### config.mk
export PLATFORM = sky130hd
export DESIGN_NAME = composition_cursor_ctrl
export DESIGN_NICKNAME = d
export VERILOG_FILES = /design/src/rtl/composition_cursor_ctrl.sv
export SDC_FILE = /design/constraint.sdc
export NUM_CORES = 1
export LEC_CHECK = 0
export ABC_AREA = 1
export CAP_MARGIN = 10
export CORE_AREA = 2 2 120 122
export DETAILED_ROUTE_END_ITERATION = 7
export DIE_AREA = 0 0 122 124
export PLACE_DENSITY = 0.73
export SYNTH_ARGS = -nofsm -noshare
export SYNTH_HDL_FRONTEND = slang
export SYNTH_SLANG_ARGS = --single-unit
### constraint.sdc
create_clock -name clk -period 6.1 [get_ports clk]
set_input_delay 0.61 -clock clk [delete_from_list [all_inputs] [get_ports clk]]
set_output_delay 0.61 -clock clk [all_outputs]
set_load 0.01 [all_outputs]
### src/rtl/composition_cursor_ctrl.sv
// composition_cursor_ctrl: turns debounced buttons into cursor/note movement and place/delete strobes,
// tracks slot occupancy, and auto-repeats held direction buttons.
module composition_cursor_ctrl #(
   parameter int NUM_POS       = 64,
   parameter int NUM_NOTES     = 64,
   parameter int HOLD_DELAY    = 25000000,
   parameter int REPEAT_PERIOD = 5000000
) (
   input  logic       clk,
   input  logic       reset_n,
   input  logic       btn_left,
   input  logic       btn_right,
   input  logic       btn_up,
   input  logic       btn_down,
   input  logic       btn_place,
   input  logic       btn_delete,
   output logic [5:0] curr_pos,
   output logic [5:0] curr_note,
   output logic [5:0] i_note,
   output logic       place,
   output logic       delete,
   output logic [6:0] note_count
);
   localparam int CW = $clog2(HOLD_DELAY + 1);
   localparam logic [5:0] LAST_POS = 6'(NUM_POS - 1);
   localparam logic [5:0] LAST_NOTE = 6'(NUM_NOTES - 1);
   localparam logic [CW-1:0] RELOAD = CW'(HOLD_DELAY - REPEAT_PERIOD + 1);
   typedef enum logic [1:0] {IDLE, COMMIT, ADVANCE} state_t;
   state_t state;
   logic [5:0] hist, btn, pr;
   logic [3:0] dir, mv;
   logic [CW-1:0] cnt;
   logic [NUM_POS-1:0] occ;
   logic armed, start, rep_ok, rep_fire;
   // armed masks the first cycle after reset so buttons held through reset are not seen as presses
   always_comb begin
      btn = {btn_delete, btn_place, btn_left, btn_right, btn_up, btn_down};
      pr = armed ? btn & ~hist : '0;
      dir = btn[3:0];
      start = state == IDLE && pr[5:4] == '0 && $onehot(dir) && pr[3:0] == dir;
      rep_ok = state == IDLE && cnt != '0 && $onehot(dir) && (dir & hist[3:0]) == dir && pr == '0;
      rep_fire = rep_ok && cnt == CW'(HOLD_DELAY);
      mv = pr != '0 ? {pr[3] & ~pr[2], pr[2] & ~pr[3], pr[1] & ~pr[0], pr[0] & ~pr[1]} : rep_fire ? dir : '0;
   end
   always_ff @(posedge clk or negedge reset_n)
      if (!reset_n) begin
         state <= IDLE;
         hist <= '0;
         armed <= 1'b0;
         cnt <= '0;
         occ <= '0;
         curr_pos <= '0;
         curr_note <= '0;
         i_note <= '0;
         place <= 1'b0;
         delete <= 1'b0;
         note_count <= '0;
      end else begin
         hist <= btn;
         armed <= 1'b1;
         place <= 1'b0;
         delete <= 1'b0;
         cnt <= start ? CW'(1) : rep_fire ? RELOAD : rep_ok ? cnt + CW'(1) : '0;
         if (state == COMMIT) begin
            state <= place ? ADVANCE : IDLE;
            if (place && curr_pos != LAST_POS) curr_pos <= curr_pos + 6'd1;
         end else if (state == ADVANCE) state <= IDLE;
         else if (pr[5]) begin
            delete <= 1'b1;
            i_note <= curr_pos;
            occ[curr_pos] <= 1'b0;
            if (occ[curr_pos]) note_count <= note_count - 7'd1;
            state <= COMMIT;
         end else if (pr[4]) begin
            place <= 1'b1;
            i_note <= curr_pos;
            occ[curr_pos] <= 1'b1;
            if (!occ[curr_pos]) note_count <= note_count + 7'd1;
            state <= COMMIT;
         end else if (mv[3]) curr_pos <= curr_pos == '0 ? '0 : curr_pos - 6'd1;
         else if (mv[2]) curr_pos <= curr_pos == LAST_POS ? LAST_POS : curr_pos + 6'd1;
         else if (mv[1]) curr_note <= curr_note == LAST_NOTE ? '0 : curr_note + 6'd1;
         else if (mv[0]) curr_note <= curr_note == '0 ? LAST_NOTE : curr_note - 6'd1;
      end
endmodule

Yosys cells after proc, flatten, opt, wreduce, memory -nomap -nowiden
Index checks and enable logic that the tools add are counted.
Word-level totals
  output and inout port bits: 27
  bits in registers: 125
  memories kept: 0
  RAM bits: 0
  memory bits (read-only): 0
  logic and storage cells: 126
  bits of input ports: 8
  latch bits: 0
Operators by class
  bitwise logic cells: 20
  shift operators: 0
  multiply operators: 0
  div/mod/pow operators: 0
  mux-type cells: 43
  $add $sub $neg: 10
  magnitude comparators: 2
  equality and inequality tests: 15
  reductions and logical operators: 25
Operators by type and width (count)
  64-bit two-way mux: 2
  6-bit two-way mux: 16
  25-bit two-way mux: 3
  64-bit bitwise AND: 1
  64-bit inverter: 1
  64-bit OR: 1
  7-bit two-way mux: 4
  25-bit by 1-bit adder with 25-bit output (second input constant): 1
  25-bit equality test (second input constant): 1
  25-bit nonzero test: 1
  6-bit zero test: 3
  6-bit by 1-bit adder with 6-bit output (second input constant): 2
  6-bit equality test (second input constant): 2
  6-bit by 1-bit subtractor with 6-bit output (second input constant): 2
  1-bit logical AND: 10
  2-bit two-way mux: 5
  1-bit inverter: 10
  5-bit AND reduction: 2
  1-bit two-way mux: 9
  4-bit equality test: 2
  4-bit two-way mux: 2
  2-bit by 1-bit != test with 1-bit output (second input constant): 4
  7-bit by 1-bit adder with 7-bit output (second input constant): 1
  6-bit by 7-bit less-than comparator with 1-bit output (second input constant): 1
  other kinds (22): 29

Depth between registers and ports, before layout
Gate-level depths: netlist of run 1.
  word-level depth: 15
  mapped depth: 17
  gate-level depth less buffers: 16

Worst setup path before layout of run 1
Ideal clock, no wire load.
  path type: input to register
  start: input btn_left
  end: register cnt[18]
  stages on the path: 14
  data arrival time: 2997 ps
  data required time: 6032 ps
  buffers on the path: 2
  path slack: 3034 ps
  cells stage by stage: inv_1 -> fa_1 -> inv_1 -> ha_1 -> ha_1 -> nor2_1 -> nand3_1 -> nor2_2 -> nor3b_4 -> nand2_2 -> or2_1 -> buf_6 -> buf_6 -> nor2_4
On the way
  cells in the longest elaborated chain, start to end: 9
RTL lines
  start: declaration: RTL line 11  | input logic btn_left,
  1-bit by 1-bit adder with 2-bit output (implied by the code): RTL line 40, 41
  2-bit by 2-bit adder with 3-bit output (implied by the code): RTL line 40, 41
  3-bit by 1-bit equality test with 1-bit output: RTL line 40, 41
  1-bit logical AND (3 in series): RTL line 41  | rep_ok = state == IDLE && cnt != '0 && $onehot(dir) && (dir & hist[3:0]) == dir && pr == '0;
  25-bit two-way mux or 1-bit logical AND (tied branches): RTL line 63, 42
  25-bit two-way mux: RTL line 63  | cnt <= start ? CW'(1) : rep_fire ? RELOAD : rep_ok ? cnt + CW'(1) : '0;
  25-bit two-way mux *: RTL line 63
  end signal: assignment: RTL line 63
  end: declaration: RTL line 32  | logic [CW-1:0] cnt;
Mark *: on every way between the ends. The rest lies on a longest branch, timed or not.
A chain may end at the register's enable or synchronous reset.

Final worst setup path of run 1
  start: input btn_right
  end: register cnt[23]
On the way
  cells in the longest elaborated chain, start to end: 9
RTL lines
  start: declaration: RTL line 12  | input logic btn_right,
  1-bit by 1-bit adder with 2-bit output (implied by the code): RTL line 40, 41
  2-bit by 2-bit adder with 3-bit output (implied by the code): RTL line 40, 41
  3-bit by 1-bit equality test with 1-bit output: RTL line 40, 41
  1-bit logical AND (3 in series): RTL line 41
  25-bit two-way mux or 1-bit logical AND (tied branches): RTL line 63, 42
  25-bit two-way mux: RTL line 63
  25-bit two-way mux *: RTL line 63
Marked as above.

==> out/metrics.cfg, run 1 <==
[synthesis]
synth-adder-area-share=0.0353
synth.most_common_cell=nand2_1
synth_ff_type=dfrtp_1
syn_area_per_cell_um2=7.43
synthMuxAreaShare=0.0187
synth_top_family_by_area=simple AND/OR/NAND/NOR gates
synth_area_leaders=dfrtp_1 (42%), nand2_1 (15%), nor2_1 (6.0%)
ys_async_sr_fraction=1.00
synth_top_area_share=0.417
synth_cell_types=46
synth_compound_area_frac=0.106
synth_common_cells=nand2_1 (294), dfrtp_1 (125), nor2_1 (120)
synth_top_cell_by_area=dfrtp_1
synth_warnings=0
synth_nets=1038
synthXorXnorAreaFrac=0.0280
syn_area_mm2=0.00751
synthesis.instances=1010
yosys.area_share.simple=0.324
synth-seq-cells=125
synth_edf_count=0
ys_seq_area_frac=0.417

[floorplanning]
pin_count=35
num_rows=43
die_width_um=122
die_area_mm2=0.0151
core_area_mm2=0.0137
start_util=0.547
die_h_um=124

[setup_path]
cp.required_ns=6.45
path_max_fanout=16
critPathKind=input pin to register
critPathArrivalTime_ns=4.17
startpoint_type=input pin
endpoint_kind=register

[detailed_routing]
antenna_left=0
wl_met1_um=8940
drtIter0Drc=691
drc=0
vias_per_cell=5.45
routed.top_layer=met4
firstDrtPassIters=5
routed-wl-met3_um=1200
wl_um=18500
wl_per_cell_um=15.1
vias=6706
route.met2.wl_um=8190

[clock_network]
cts_max_level=4
ctsHoldBuffers=0
tritoncts=yes
clk_pin_slew_worst_paths_ns=0.05
cts_num_sinks=125
cts_made_buffers=17
cts-resized-gates=0
insertion_delay_ns=0.42
post_cts_buffers=0
clk_path_buf_depth=2
cts-root-buf=clkbuf_16

[placed_design]
place_congestion=0.895
io_buffers=34
dp_hpwl_um=12600

[power_and_ir_drop]
pwr-share-clk=0.289
power.density_mw_per_mm2=406
seq_power_share=0.318
p_int_mw=2.11
p_total_mw=3.46
p_sw_mw=1.35
swShare=0.390
pwr-share-comb=0.393
leakage_nw=4.00
ir_worst_vdd_v=0.000240

[global_route]
antenna_found_initial=0
gr-usage-all-layers=0.264
overflow=0
grt_pass1_wl_um=31400
grt_pass1_vias=6352
grt_max_degree=72

[sta]
worst_slew_pin_slew_ns=0.924
skew_ns=0.00883
fmax_mhz=262
relSlewSlack=0.384
drv_slew=0
tns_ns=0
fin_crit_sh=0.627
timing.final.crit_period_ns=3.82
rsz0062_at_grt=false
setup_violations=0
hold_viol=0

[layout]
syn_to_final_growth_pct=13.6
layout-drive-gt1-share=0.0676
antennaDiodeCount=0
nets=1067

[run]
maxCapViolCount=0

[min_path]
hp-class=input pin to asynchronous set/reset pin

[run_status]
status=finished clean

## cell usage in the layout, fill, tap and decap left out, types with 2 or more instances in the layout
cell type	Yosys	final
xnor2_1	6	6
dfrtp_1	125	125
a22oi_1	3	3
clkdlybuf4s50_1	0	33
nor2_4	4	4
nor4_1	3	3
nand4_1	14	14
nand2_2	6	6
a31oi_1	6	6
ha_1	18	18
nand2_1	294	294
clkinv_2	0	4
xor2_1	18	18
clkbuf_1	13	4
o21bai_1	2	2
o22ai_1	3	3
nor2_1	120	120
nand3_2	5	5
buf_4	1	7
nand3_1	61	61
nor3_1	22	22
a21oi_1	35	35
o21ai_1	2	2
o21ai_0	71	71
nand2_4	2	2
mux2i_1	14	14
nor2_2	10	10
fa_1	2	2
a211oi_1	2	2
inv_2	2	2
o21a_1	18	18
bufinv_16	0	3
clkbuf_16	0	17
inv_1	98	98
## final timing paths
kind | to | cells past startpoint | startpoint | slack (ns)
worst max register to register | note_count[6] | 12 | armed | 2.83
worst max-delay path | cnt[23] | 14 | btn_right | 2.28
worst min-delay path | asynchronous set/reset pin | 1 | reset_n | 0.32
worst min register to register | register | 2 | register | 0.48
min in group clk | register | 2 | register | 0.48
max in group asynchronous | cnt[5] | 2 | reset_n | 4.52
## worst max-delay path, cell delays in order
cell and delay (ns):
clkdlybuf4s50_1 0.62, inv_1 0.12, fa_1 0.51, inv_1 0.05, ha_1 0.17, ha_1 0.26
nor2_1 0.10, nand3_1 0.10, nor2_2 0.21, nor3b_4 0.30, nand2_2 0.16, or2_1 0.56
o21bai_1 0.31, nor2_1 0.09
## per-stage QoR
stage                     cells  area [um^2]  setup slack [ns]   util  hold WS [ns]
after floorplan            1010         7510              3.03      -         0.314
after global placement     1200         7960              1.89  0.580         0.466
after detailed placement   1200         7960              1.83  0.580         0.474
after CTS                  1230         8530              2.25  0.622         0.366
after global routing       1230         8530              1.99  0.622         0.403
final                      1230         8530              2.28  0.622         0.317
## power groups by stage
stage          clock, mW  combinational [mW]  sequential, mW
6_report           0.999                1.36            1.10
5_1_grt             1.05                1.54            1.12
4_1_cts             1.00                1.35            1.10
3_5_place_dp           0                1.34            1.11
3_3_place_gp           0                1.33            1.11
2_1_floorplan          0               0.886            1.12
## layer usage
metal,global-route usage,vias to the layer above
met5,0,-
met4,0.0675,0
met3,0.0604,21
met2,0.402,235
met1,0.383,3135
li1,-,3315
## final cells by class
| cell class | count | area [um^2] |
|---|---|---|
| clock inverters | 8 | 118 |
| inverters | 101 | 379 |
| flip-flops and latches | 125 | 3130 |
| clock buffers | 22 | 454 |
| well taps | 180 | 225 |
| multi-input cells | 754 | 3840 |
| repair buffers | 40 | 383 |
| fillers | 1241 | 5190 |
## kinds of logic (layout without fill, tap and decap cells)
family | after synthesis | count (layout)
mux | 14 | 14
xor+xnor | 24 | 24
other cells | 1 | 1
fa+ha+maj | 20 | 20
flops | 125 | 125
simple gates | 552 | 552
compound gates | 143 | 143
buf+inv | 131 | 171
No activity file was read; power rests on OpenSTA's default activity.
==> run 2, diff against run 1 <==
- PLACE_DENSITY: 0.73 -> 0.76
- clock period: 6.1 -> 3.3 ns (I/O delays scaled with it)
==> run 2 against run 1 <==
Net effect: design area increased by 2.5%; non-clock buffer count rose by 19; via count grew 2.6%.
==> out/metrics.cfg, run 2 (synthesis results as in run 1) <==
[clock_network]
insertion_delay_ns=0.43
tritoncts=yes
cts_made_buffers=17
cts-root-buf=clkbuf_16
cts_num_sinks=125
cts_max_level=4
clk_pin_slew_worst_paths_ns=0.06
clk_path_buf_depth=2

[layout]
multi_input_area_mm2=0.00386
syn_to_final_growth_pct=16.4
final_util=0.637
antennaDiodeCount=0
nets=1086
layout_commonest_cell=nand2_1
layout-drive-gt1-share=0.0915
final_cell_mix=nand2_1 (293), dfrtp_1 (125), nor2_1 (120), inv_1 (98), o21ai_0 (71)
ff_latch_area_mm2=0.00313
fillers=1195

[sta]
rsz0062_at_grt=false
fmax_mhz=327
tns_ns=0
timing.final.crit_period_ns=3.06
drv_slew=0
skew_ns=0.00652
fin_crit_sh=0.928
setup_violations=0
hold_viol=0
worst_slew_pin_slew_ns=0.880
relSlewSlack=0.413

[floorplanning]
die_h_um=124
num_rows=43
start_util=0.547
pin_count=35
core_area_mm2=0.0137
die_width_um=122
die_area_mm2=0.0151

[detailed_routing]
wl_um=18800
drc=0
route.met2.wl_um=8440
antenna_left=0
wl_met1_um=8620
vias=6878
vias_per_cell=5.50
routed-wl-met3_um=1290
wl_per_cell_um=15.0
drtIter0Drc=698
firstDrtPassIters=5
routed.top_layer=met4

[setup_path]
cp_cell_sequence=clkdlybuf4s50_1 -> inv_1 -> fa_1 -> inv_1 -> ha_1 -> ha_1 -> nor2_1 -> nand3_1 -> nor2_4 -> nor3b_4 -> nand2_2 -> or2_1 -> buf_4 -> nor3_1
critPathMaxStageDelay_ns=0.53
rrSetupSlack_ns=0.59
endpoint_kind=register
startpoint_type=input pin
cp.required_ns=3.63
cp-endpoint=cnt[14]
reg2reg_from=curr_pos[0]
rr_endpoint=note_count[2]
critPathArrivalTime_ns=3.39
cp_top_family=simple AND/OR/NAND/NOR gates
crit_path_top_delay_cell=fa_1
critical_path.startpoint=btn_left
path_max_fanout=6
path_buf_inv=4
critPathKind=input pin to register
reg2reg_depth=14
cp.depth=14

[global_route]
antenna_found_initial=0
grt_pass1_wl_um=31800
overflow=0
grt_max_degree=67
gr-usage-all-layers=0.268
grt_pass1_vias=6343

[power_and_ir_drop]
p_total_mw=6.56
swShare=0.399
leakage_nw=4.12
power.density_mw_per_mm2=751
pwr-share-clk=0.294
ir_worst_vdd_v=0.000402
p_int_mw=3.95
seq_power_share=0.313
pwr-share-comb=0.393
p_sw_mw=2.62

[placed_design]
dp_hpwl_um=12800
io_buffers=34
place_congestion=0.934

[min_path]
hp-class=input pin to asynchronous set/reset pin

[run_status]
status=finished clean

[run]
maxCapViolCount=0

-- run 2: final cells by class --
cell class | count | area share
clock buffer | 18 | 0.0502
clock inverter | 14 | 0.0195
multi-input combinational | 754 | 0.442
sequential | 125 | 0.358
inverter | 101 | 0.0434
tap | 180 | 0.0258
timing repair buffer | 59 | 0.0615
-- run 2: per-layer routing --
| layer | global-route usage | up-vias |
|---|---|---|
| li1 | - | 3359 |
| met3 | 0.0609 | 42 |
| met1 | 0.376 | 3222 |
| met4 | 0.108 | 0 |
| met2 | 0.404 | 255 |
| met5 | 0 | - |
-- run 2: metrics by stage --
step / hold slack, ns / setup slack (ns) / instances / area [um^2]
floorplan: 0.0344 / 0.514 / 1010 / 7510
global placement: 0.466 / -0.0931 / 1219 / 8120
detailed placement: 0.473 / -0.161 / 1219 / 8120
CTS: 0.0604 / 0.235 / 1251 / 8720
global route: 0.0775 / 0.0302 / 1251 / 8740
finish: 0.0112 / 0.239 / 1251 / 8740
-- run 2: worst min path at each step --
stage	slack, ns	endpoint	depth (start not counted)
after floorplan	0.03	asynchronous set/reset pin	0
after global placement	0.47	register	2
after detailed placement	0.47	register	2
after CTS	0.06	asynchronous set/reset pin	1
after global routing	0.08	asynchronous set/reset pin	1
final	0.01	asynchronous set/reset pin	1
-- run 2: worst reg2reg max path: cells and delay by family, from the launching register on --
family / cells / cell delay, ns
flops: 1 / 0.37
buf+inv: 1 / 0.58
compound gates: 2 / 0.25
simple gates: 11 / 1.39
-- run 2: what timing repair did --
item | 4_1_cts | 5_1_grt
gates resized for setup | 0 | 4
hold endpoints to repair | 0 | 0
setup endpoints to repair | 0 | 6
hold buffers | 0 | 0
buffers inserted | 0 | 0
-- run 2: power by group through the flow --
| stage | sequential [mW] | combinational [mW] | clock, mW |
|---|---|---|---|
| after global placement | 2.07 | 2.48 | 0 |
| after detailed placement | 2.07 | 2.52 | 0 |
| after floorplan | 2.07 | 1.64 | 0 |
| after global routing | 2.09 | 2.89 | 2.03 |
| final | 2.05 | 2.58 | 1.93 |
| after CTS | 2.05 | 2.55 | 1.95 |
==> run 3, diff against run 2 <==
- CORE_AREA: 2 2 120 122 -> 2 2 162 164
- DIE_AREA: 0 0 122 124 -> 0 0 164 166
- GPL_TIMING_DRIVEN: default -> 0
- PLACE_DENSITY: 0.76 -> default
- SLEW_MARGIN: default -> 20
==> run 3 against run 2 <==
Net effect: utilization fell by 29 points; sequential share of layout area fell by 0.64 points; critical path type unchanged; die area rose by 80%; clock-buffer cell count fell by 1.
==> out/metrics.cfg, run 3 (synthesis results as in run 1) <==
[sta]
drv_slew=0
fin_crit_sh=0.933
relSlewSlack=0.289
rsz0062_at_grt=false
fmax_mhz=325
skew_ns=0.0130
tns_ns=0
timing.final.crit_period_ns=3.08
worst_slew_pin_slew_ns=1.06
hold_viol=0
setup_violations=0

[layout]
layout-drive-gt1-share=0.0845
layout_commonest_cell=nand2_1
fillers=2647
final_cell_mix=nand2_1 (294), dfrtp_1 (125), nor2_1 (120), inv_1 (98), o21ai_0 (71)
fin_area_mm2=0.00890
syn_to_final_growth_pct=18.6
antennaDiodeCount=0
nets=1092

[power_and_ir_drop]
p_total_mw=6.53
leakage_nw=4.11
ir_worst_vdd_v=0.000369
power.density_mw_per_mm2=734

[clock_network]
cts_max_level=4
clk_path_buf_depth=2
insertion_delay_ns=0.43
clk_pin_slew_worst_paths_ns=0.06
cts_num_sinks=125
cts_made_buffers=17
tritoncts=yes
cts-root-buf=clkbuf_16

[global_route]
gr-usage-met1=0.206
gr-usage-all-layers=0.155
busiest_layer=met2
grt_pass1_vias=6646
grt_max_degree=77
antenna_found_initial=0
gr-usage-met3=0.0340
grt_pass1_wl_um=33900
grtUsageMet2=0.253
overflow=0

[setup_path]
cp.required_ns=3.66
endpoint_kind=register
critPathKind=input pin to register
critPathArrivalTime_ns=3.44
path_buf_inv=5
path_max_fanout=10
cp_cell_sequence=dlygate4sd2_1 -> inv_1 -> fa_1 -> inv_1 -> ha_1 -> ha_1 -> nor2_1 -> nand3_1 -> nor2_2 -> nor3b_4 -> nand2_2 -> or2_1 -> buf_6 -> buf_6 -> nor2_4
startpoint_type=input pin
cp_top_family=simple AND/OR/NAND/NOR gates
critPathMaxStageDelay_ns=0.55
crit_path_top_delay_cell=fa_1

[detailed_routing]
wl_um=20200
wl_per_cell_um=14.3
drtIter0Drc=584
drc=0
vias_per_cell=4.74
antenna_left=0
firstDrtPassIters=5
vias=6693

[placed_design]
io_buffers=34
dp_hpwl_um=14500
placed_area_mm2=0.00830
place_congestion=0.882

[floorplanning]
die_h_um=166
pin_count=35
die_area_mm2=0.0272
die_width_um=164
num_rows=59
core_area_mm2=0.0256
start_util=0.293

[run_status]
status=finished clean

[run]
maxCapViolCount=0

[min_path]
hp-class=input pin to register

-- run 3: cell type report --
class / instances / area [um^2] / area share
Tap cell: 335 / 419 / 0.0471
Clock inverter: 15 / 161 / 0.0181
Multi-Input combinational cell: 754 / 3840 / 0.432
Sequential cell: 125 / 3130 / 0.351
Clock buffer: 17 / 425 / 0.0478
Inverter: 101 / 379 / 0.0426
Buffer: 28 / 149 / 0.0167
Timing Repair Buffer: 37 / 394 / 0.0443
-- run 3: per-stage QoR --
step | util | worst slack, ns | hold slack [ns] | cells
6_report | 0.347 | 0.222 | 0.180 | 1412
4_1_cts | 0.348 | 0.0117 | 0.291 | 1414
3_3_place_gp | 0.323 | -3.46 | 0.467 | 1379
2_1_floorplan | - | 0.514 | 0.0344 | 1010
3_5_place_dp | 0.324 | -0.621 | 0.266 | 1380
5_1_grt | 0.347 | 0.0187 | 0.180 | 1412
-- run 3: routing by layer --
layer	vias to the layer above	share of wire
met5	-	0
met4	0	0.014
met1	3141	0.46
li1	3368	-
met3	21	0.050
met2	163	0.48
-- run 3: where the power goes --
| group | switching (mW) | internal, mW | leakage, nW |
|---|---|---|---|
| combinational | 1.67 | 0.935 | 2.25 |
| clock | 0.758 | 1.12 | 0.277 |
| sequential | 0.233 | 1.81 | 1.58 |
-- run 3: worst register-to-register path, stage by stage (launching register included) --
cell     delay (ns)
dfrtp_1        0.34
buf_6          0.15
nand3_2        0.28
inv_1          0.43
buf_2          0.44
ha_1           0.36
a21oi_1        0.14
nand2_1        0.10
a21oi_1        0.16
o21ai_0        0.11
xor2_1         0.15
nand3_1        0.09
nand2_1        0.06
-- run 3: worst paths after layout --
check	end	start	slack (ns)	cells past startpoint
max reg2reg	note_count[5]	armed	0.40	12
min	hist[2]	btn_right	0.18	1
min in group asynchronous	asynchronous set/reset pin	reset_n	0.38	2
min reg2reg	i_note[4]	i_note[4]	0.48	2
max	cnt[18]	btn_left	0.22	15
max in group asynchronous	curr_note[3]	reset_n	2.19	3
-- run 3: what timing repair did --
item / in CTS / in global routing
setup buffers: 1 / 0
hold endpoints to repair: 49 / 0
gates resized for setup: 2 / 3
endpoints found under the setup margin: 14 / 24
hold buffers: 1 / 0
